### src/rtl/alu_arbiter_if.sv
// Requester request/response channels plus the registered bus toward the shared ALU.
// The slave modport is the arbiter's view; master is the environment's view.
interface alu_arbiter_if #(
   parameter int WIDTH = 32,
   parameter int OPW   = 3
);
   logic             req0_valid;
   logic             req0_ready;
   logic [OPW-1:0]   req0_op;
   logic [WIDTH-1:0] req0_a;
   logic [WIDTH-1:0] req0_b;
   logic             rsp0_valid;
   logic             rsp0_ready;
   logic [WIDTH-1:0] rsp0_data;
   logic             rsp0_zero;

   logic             req1_valid;
   logic             req1_ready;
   logic [OPW-1:0]   req1_op;
   logic [WIDTH-1:0] req1_a;
   logic [WIDTH-1:0] req1_b;
   logic             rsp1_valid;
   logic             rsp1_ready;
   logic [WIDTH-1:0] rsp1_data;
   logic             rsp1_zero;

   logic [OPW-1:0]   alu_op;
   logic [WIDTH-1:0] alu_in0;
   logic [WIDTH-1:0] alu_in1;
   logic [WIDTH-1:0] alu_out;
   logic             alu_is_zero;
   logic             busy;

   modport slave (
      input  req0_valid, req0_op, req0_a, req0_b, rsp0_ready,
      input  req1_valid, req1_op, req1_a, req1_b, rsp1_ready,
      input  alu_out, alu_is_zero,
      output req0_ready, rsp0_valid, rsp0_data, rsp0_zero,
      output req1_ready, rsp1_valid, rsp1_data, rsp1_zero,
      output alu_op, alu_in0, alu_in1, busy
   );

   modport master (
      output req0_valid, req0_op, req0_a, req0_b, rsp0_ready,
      output req1_valid, req1_op, req1_a, req1_b, rsp1_ready,
      output alu_out, alu_is_zero,
      input  req0_ready, rsp0_valid, rsp0_data, rsp0_zero,
      input  req1_ready, rsp1_valid, rsp1_data, rsp1_zero,
      input  alu_op, alu_in0, alu_in1, busy
   );
endinterface

### src/rtl/alu_arbiter.sv
// Round-robin sharing of one combinational ALU between two valid/ready requesters.
// Optional perf counters (grant0_cnt, grant1_cnt, stall_cnt) enabled by ALU_ARB_PERF_EN.
module alu_arbiter #(
   parameter int WIDTH = 32,
   parameter int OPW   = 3
`ifdef ALU_ARB_PERF_EN
   ,parameter int CNTW = 16
`endif
) (
   input  logic            clk,
   input  logic            reset_n,
   alu_arbiter_if.slave    bus
`ifdef ALU_ARB_PERF_EN
   ,output logic [CNTW-1:0] grant0_cnt
   ,output logic [CNTW-1:0] grant1_cnt
   ,output logic [CNTW-1:0] stall_cnt
`endif
);

   typedef enum logic [1:0] {
      IDLE = 2'd0,
      EXEC = 2'd1,
      RESP = 2'd2
   } state_t;

   localparam logic [OPW-1:0] OP_RSVD = '1;

   state_t           state_q;
   state_t           state_d;
   logic             owner_q;
   logic             last_grant_q;
   logic [OPW-1:0]   op_q;
   logic [WIDTH-1:0] in0_q;
   logic [WIDTH-1:0] in1_q;
   logic [WIDTH-1:0] rsp_data_q;
   logic             rsp_zero_q;

   logic             grant0;
   logic             grant1;
   logic             accept;
   logic             rsp_ready_sel;

   // A tie goes to whichever requester did not win last; reset_n gates ready low during reset.
   always_comb begin
      grant0        = bus.req0_valid & (~bus.req1_valid | last_grant_q);
      grant1        = bus.req1_valid & (~bus.req0_valid | ~last_grant_q);
      accept        = (state_q == IDLE) & reset_n & (grant0 | grant1);
      rsp_ready_sel = owner_q ? bus.rsp1_ready : bus.rsp0_ready;
   end

   always_ff @(posedge clk or negedge reset_n) begin
      if (!reset_n) begin
         state_q <= IDLE;
      end else begin
         state_q <= state_d;
      end
   end

   always_comb begin
      state_d = state_q;
      case (state_q)
         IDLE:    if (accept) state_d = EXEC;
         EXEC:    state_d = RESP;
         RESP:    if (rsp_ready_sel) state_d = IDLE;
         default: state_d = IDLE;
      endcase
   end

   always_comb begin
      bus.req0_ready = (state_q == IDLE) & reset_n & grant0;
      bus.req1_ready = (state_q == IDLE) & reset_n & grant1;
      bus.rsp0_valid = (state_q == RESP) & ~owner_q;
      bus.rsp1_valid = (state_q == RESP) & owner_q;
      bus.busy       = (state_q != IDLE);
   end

   always_ff @(posedge clk or negedge reset_n) begin
      if (!reset_n) begin
         op_q         <= '0;
         in0_q        <= '0;
         in1_q        <= '0;
         owner_q      <= 1'b0;
         last_grant_q <= 1'b1;
         rsp_data_q   <= '0;
         rsp_zero_q   <= 1'b0;
      end else begin
         if (accept) begin
            op_q         <= grant1 ? bus.req1_op : bus.req0_op;
            in0_q        <= grant1 ? bus.req1_a  : bus.req0_a;
            in1_q        <= grant1 ? bus.req1_b  : bus.req0_b;
            owner_q      <= grant1;
            last_grant_q <= grant1;
         end
         // The reserved opcode never trusts the ALU: result is forced to zero.
         if (state_q == EXEC) begin
            if (op_q == OP_RSVD) begin
               rsp_data_q <= '0;
               rsp_zero_q <= 1'b1;
            end else begin
               rsp_data_q <= bus.alu_out;
               rsp_zero_q <= bus.alu_is_zero;
            end
         end
      end
   end

   assign bus.alu_op    = op_q;
   assign bus.alu_in0   = in0_q;
   assign bus.alu_in1   = in1_q;
   assign bus.rsp0_data = rsp_data_q;
   assign bus.rsp0_zero = rsp_zero_q;
   assign bus.rsp1_data = rsp_data_q;
   assign bus.rsp1_zero = rsp_zero_q;

`ifdef ALU_ARB_PERF_EN
   always_ff @(posedge clk or negedge reset_n) begin
      if (!reset_n) begin
         grant0_cnt <= '0;
         grant1_cnt <= '0;
         stall_cnt  <= '0;
      end else begin
         if (accept && !grant1 && grant0_cnt != '1) grant0_cnt <= grant0_cnt + 1'b1;
         if (accept && grant1 && grant1_cnt != '1)  grant1_cnt <= grant1_cnt + 1'b1;
         if (state_q == RESP && !rsp_ready_sel && stall_cnt != '1) stall_cnt <= stall_cnt + 1'b1;
      end
   end
`endif

endmodule

### src/flat_wrapper.sv
// flat-port wrapper written by rule: the top's interface ports become plain ports
module alu_arbiter_flat 
#(
   parameter int WIDTH = 32,
   parameter int OPW   = 3

)
  (clk, reset_n, bus_req0_valid, bus_req0_op, bus_req0_a, bus_req0_b, bus_rsp0_ready, bus_req1_valid, bus_req1_op, bus_req1_a, bus_req1_b, bus_rsp1_ready, bus_alu_out, bus_alu_is_zero, bus_req0_ready, bus_rsp0_valid, bus_rsp0_data, bus_rsp0_zero, bus_req1_ready, bus_rsp1_valid, bus_rsp1_data, bus_rsp1_zero, bus_alu_op, bus_alu_in0, bus_alu_in1, bus_busy);
  alu_arbiter_if #(.WIDTH(WIDTH), .OPW(OPW)) bus_i ();
  input  logic clk;
  input  logic reset_n;
  input wire logic [$bits(bus_i.req0_valid)-1:0] bus_req0_valid;
  input wire logic [$bits(bus_i.req0_op)-1:0] bus_req0_op;
  input wire logic [$bits(bus_i.req0_a)-1:0] bus_req0_a;
  input wire logic [$bits(bus_i.req0_b)-1:0] bus_req0_b;
  input wire logic [$bits(bus_i.rsp0_ready)-1:0] bus_rsp0_ready;
  input wire logic [$bits(bus_i.req1_valid)-1:0] bus_req1_valid;
  input wire logic [$bits(bus_i.req1_op)-1:0] bus_req1_op;
  input wire logic [$bits(bus_i.req1_a)-1:0] bus_req1_a;
  input wire logic [$bits(bus_i.req1_b)-1:0] bus_req1_b;
  input wire logic [$bits(bus_i.rsp1_ready)-1:0] bus_rsp1_ready;
  input wire logic [$bits(bus_i.alu_out)-1:0] bus_alu_out;
  input wire logic [$bits(bus_i.alu_is_zero)-1:0] bus_alu_is_zero;
  output wire logic [$bits(bus_i.req0_ready)-1:0] bus_req0_ready;
  output wire logic [$bits(bus_i.rsp0_valid)-1:0] bus_rsp0_valid;
  output wire logic [$bits(bus_i.rsp0_data)-1:0] bus_rsp0_data;
  output wire logic [$bits(bus_i.rsp0_zero)-1:0] bus_rsp0_zero;
  output wire logic [$bits(bus_i.req1_ready)-1:0] bus_req1_ready;
  output wire logic [$bits(bus_i.rsp1_valid)-1:0] bus_rsp1_valid;
  output wire logic [$bits(bus_i.rsp1_data)-1:0] bus_rsp1_data;
  output wire logic [$bits(bus_i.rsp1_zero)-1:0] bus_rsp1_zero;
  output wire logic [$bits(bus_i.alu_op)-1:0] bus_alu_op;
  output wire logic [$bits(bus_i.alu_in0)-1:0] bus_alu_in0;
  output wire logic [$bits(bus_i.alu_in1)-1:0] bus_alu_in1;
  output wire logic [$bits(bus_i.busy)-1:0] bus_busy;
  assign bus_i.req0_valid = bus_req0_valid;
  assign bus_i.req0_op = bus_req0_op;
  assign bus_i.req0_a = bus_req0_a;
  assign bus_i.req0_b = bus_req0_b;
  assign bus_i.rsp0_ready = bus_rsp0_ready;
  assign bus_i.req1_valid = bus_req1_valid;
  assign bus_i.req1_op = bus_req1_op;
  assign bus_i.req1_a = bus_req1_a;
  assign bus_i.req1_b = bus_req1_b;
  assign bus_i.rsp1_ready = bus_rsp1_ready;
  assign bus_i.alu_out = bus_alu_out;
  assign bus_i.alu_is_zero = bus_alu_is_zero;
  assign bus_req0_ready = bus_i.req0_ready;
  assign bus_rsp0_valid = bus_i.rsp0_valid;
  assign bus_rsp0_data = bus_i.rsp0_data;
  assign bus_rsp0_zero = bus_i.rsp0_zero;
  assign bus_req1_ready = bus_i.req1_ready;
  assign bus_rsp1_valid = bus_i.rsp1_valid;
  assign bus_rsp1_data = bus_i.rsp1_data;
  assign bus_rsp1_zero = bus_i.rsp1_zero;
  assign bus_alu_op = bus_i.alu_op;
  assign bus_alu_in0 = bus_i.alu_in0;
  assign bus_alu_in1 = bus_i.alu_in1;
  assign bus_busy = bus_i.busy;
  alu_arbiter #(.WIDTH(WIDTH), .OPW(OPW)) u_core (.clk(clk), .reset_n(reset_n), .bus(bus_i));
endmodule
### config.mk
export PLATFORM = sky130hd
export DESIGN_NAME = alu_arbiter_flat
export DESIGN_NICKNAME = d
export VERILOG_FILES = /design/src/rtl/alu_arbiter_if.sv /design/src/rtl/alu_arbiter.sv /design/src/flat_wrapper.sv
export SDC_FILE = /design/constraint.sdc
export NUM_CORES = 1
export LEC_CHECK = 0
export BUFFER_PORTS_ARGS = -buffer_cell sky130_fd_sc_hd__buf_2
export CORE_AREA = 2 2 122 124
export CTS_BUF_LIST = sky130_fd_sc_hd__clkbuf_8
export CTS_CLUSTER_DIAMETER = 150
export CTS_CLUSTER_SIZE = 10
export DETAILED_ROUTE_END_ITERATION = 16
export DIE_AREA = 0 0 124 126
export PLACE_DENSITY = 0.65
export SYNTH_ARGS = -nofsm -noshare
export SYNTH_HDL_FRONTEND = slang
export SYNTH_SLANG_ARGS = --single-unit
### constraint.sdc
create_clock -name clk -period 4.14 [get_ports clk]
set_input_delay 0.414 -clock clk [delete_from_list [all_inputs] [get_ports clk]]
set_output_delay 0.414 -clock clk [all_outputs]
set_load 0.02 [all_outputs]
==> summary.md <==
| Metric | Value |
|---|---|
| Detail Route Antenna Nets | `0` |
| F_max | `381 MHz` |
| Cts hold-fix bufs | `0` |
| Req. time, crit path | `3.73 ns` |
| I/O pin count | `311` |
| Layout area overhead | `34.3%` |
| Pwr Density | `758 nW/um^2` |
| Final Hold Vio Count | `0` |
| Clock sink count | `104` |
| Starting Density | `32.6%` |
| RSZ-0062 raised after global routing | `false` |
| Largest family of logic cells by synthesized area | `compound AO/OA/AOI/OAI gates` |
| CTS buffer count | `9` |
| CP arrival | `2.21 ns` |
| Sum Neg Setup Slack | `0 ns` |
| Clock Tree Root | `clkbuf_8` |
| Die area | `15,600 um^2` |
| PostCTS Resize Cnt | `0` |
| Core ar. | `14,300 um^2` |
| CTS tree | `done` |
| Final setup fails | `0` |
| Post-Synthesis Cells | `361` |
| Synth Area in Adders | `0%` |
| Worst setup SP type | `primary input` |
| Largest net degree at the start of global routing | `71` |
| Port bufs | `310` |
| Mapped Nets | `534` |
| Multiplexer share of the synthesized area | `0.242%` |
| Die height | `126 um` |
| Initial antenna violation count | `0` |
| Synth top area share | `55.3%` |
| Crit path time final | `2.63 ns` |
| First-pass iteration count of the detailed router | `4` |
| WL final | `13,900 um` |
| Commonest non-fill, non-tap cell in the layout | `buf_2` |
| Dpl hpwl | `10,400 um` |
| Post-CTS Setup Bufs | `0` |
| Place WS | `1.42 ns` |
| Fin crit share | `63.4%` |
| Vias in the first global route | `4,094` |
| Most area-consuming cells after synthesis | `dfrtp_1 55%, o221a_2 15%, or3_1 9.0%` |
| Layout Skew | `0.0122 ns` |
| Max IR drop VDD | `0.280 mV` |
| Diode count | `0` |
| Fin Hold WS | `0.166 ns` |
| H-tree depth | `3` |
| Gr ovfl total | `0` |
| Post-Syn Area per Cell | `12.9 um^2` |
| Fin. max-slew vios | `0` |
| Seq/Total Area, Yosys | `55.9%` |
| Hold crit path type | `in2async` |
| Global placer's final weighted congestion | `0.782` |
| Status | `finished clean` |
| Synth Register Bits | `104` |
| Routed WL per cell | `17.2 um` |
| Clk slew on worst S/H paths | `0.10 ns` |
| Cell variety after synth | `26` |
| Vias | `4,100` |
| Post-synthesis xor/xnor area fraction | `0%` |
| First-pass GRT wire length | `20,900 um` |
| FP Rows | `44` |
| Final #Nets | `794` |
| Layout cell share with drive strength beyond 1 | `64.4%` |
| Final worst slack | `1.51 ns` |
| Skew-Pair Late Insertion Delay | `0.37 ns` |
| CP Capture Type | `output port` |
| Die width | `124 um` |
| Synthesized cell area | `4660 um^2` |
| Critical path type | `in2out` |
| Worst slew margin | `48.3%` |
| Commonest cells after routing, fill and taps aside | `309 x buf_2, 103 x dfrtp_1, 67 x or3_1` |
| Longest Clk Path Bufs | `2` |
| Simple-gate share of the synthesized area | `11.5%` |
| Worst Path Max Fanout | `70` |
| Total power | `4740 uW` |
| Number of max-cap violations | `0` |
| Leakage | `0.00304 uW` |
| Global-route usage over all layers | `17.3%` |
| Register area | `2600 um^2` |
| Iteration-0 DRC Markers | `219` |
| Compound-Gate Fraction of Synth Area | `23.0%` |
| Multi-input gate area | `1620 um^2` |
| Vias per inst | `5.06` |
| Synth warnings | `0` |
| Fill cells | `1,404` |
| # DRC | `0` |
| Worst slew pin tran | `0.776 ns` |
| Area leader, netlist | `dfrtp_1` |
## metrics by stage
stage          instance area, um^2  std cells  util (%)
2_1_floorplan                 4660        361         -
3_3_place_gp                  6070        794      42.4
3_5_place_dp                  6070        794      42.4
4_1_cts                       6260        810      43.7
5_1_grt                       6260        810      43.7
6_report                      6260        810      43.7
## cells in the mapped netlist
library cell and count:
nor2_1 3, o221a_2 63, inv_1 3, nand3_2 1, mux2_2 1, a21oi_1 1
clkbuf_1 20, nor3b_4 1, buf_2 9, nor2b_4 1, buf_6 4, o21a_1 1
buf_4 34, or2_2 1, dfstp_2 1, nand4bb_4 1, o221a_1 4, dfrtp_1 103
buf_1 1, nand2b_1 2, nor2b_1 1, a22o_1 33, a31oi_2 1, or3_1 67
nand2_1 3, o21ai_0 1
## cell families (layout without fill, tap and decap cells)
logic type	count (synthesis)	count (layout)
compound gates	104	104
flops	104	104
simple gates	81	81
buf+inv	71	336
mux	1	1
## cell type report
| type | count | area share (%) |
|---|---|---|
| Clock inverter | 4 | 0.320 |
| Multi-Input combinational cell | 186 | 25.9 |
| Sequential cell | 104 | 41.6 |
| Tap cell | 184 | 3.68 |
| Timing Repair Buffer | 317 | 25.7 |
| Clock buffer | 12 | 2.64 |
| Inverter | 3 | 0.180 |
## critical path, stage by stage
cell	delay, ns
buf_4	0.09
buf_4	0.50
nand4bb_4	0.70
nor2_1	0.25
buf_2	0.20
## sequential cells by signal, summed over array words and instances, names as in the netlist
name and cells:
u_core.state_q 2, u_core.bus.alu_in1 32, u_core.bus.alu_op 3, u_core.owner_q 1, u_core.last_grant_q 1, u_core.bus.rsp0_zero 1, u_core.bus.alu_in0 32, u_core.bus.rsp0_data 32
## power by group
group          internal [uW]  leakage, uW  total (uW)  switching (uW)
Combinational            948      0.00174        2330            1390
Clock                    264     0.000101         604             340
Sequential              1480      0.00119        1800             324
Total                   2690      0.00304        4740            2050
## per-layer routing
layer	part of all wire (%)	vias to the layer above	track usage [%]
met2	50	214	30.7
li1	-	1890	-
met1	39	1975	20.0
met3	8.1	21	3.76
met4	2.2	0	6.94
met5	0	-	0
## final timing paths
kind	from	to	slack [ns]	depth (start not counted)
worst min-delay path	reset_n	u_core.bus.rsp0_data[27]	0.17	2
max in group asynchronous	reset_n	u_core.bus.alu_in0[31]	2.83	3
worst min register to register	u_core.bus.rsp0_data[12]	u_core.bus.rsp0_data[12]	0.53	1
worst max-delay path	reset_n	bus_req0_ready	1.51	5
min in group clk	bus_alu_out[31]	u_core.bus.rsp0_data[31]	0.26	2
worst max register to register	u_core.state_q[1]	u_core.bus.alu_op[0]	1.80	4
No activity file was read; power rests on OpenSTA's default activity.
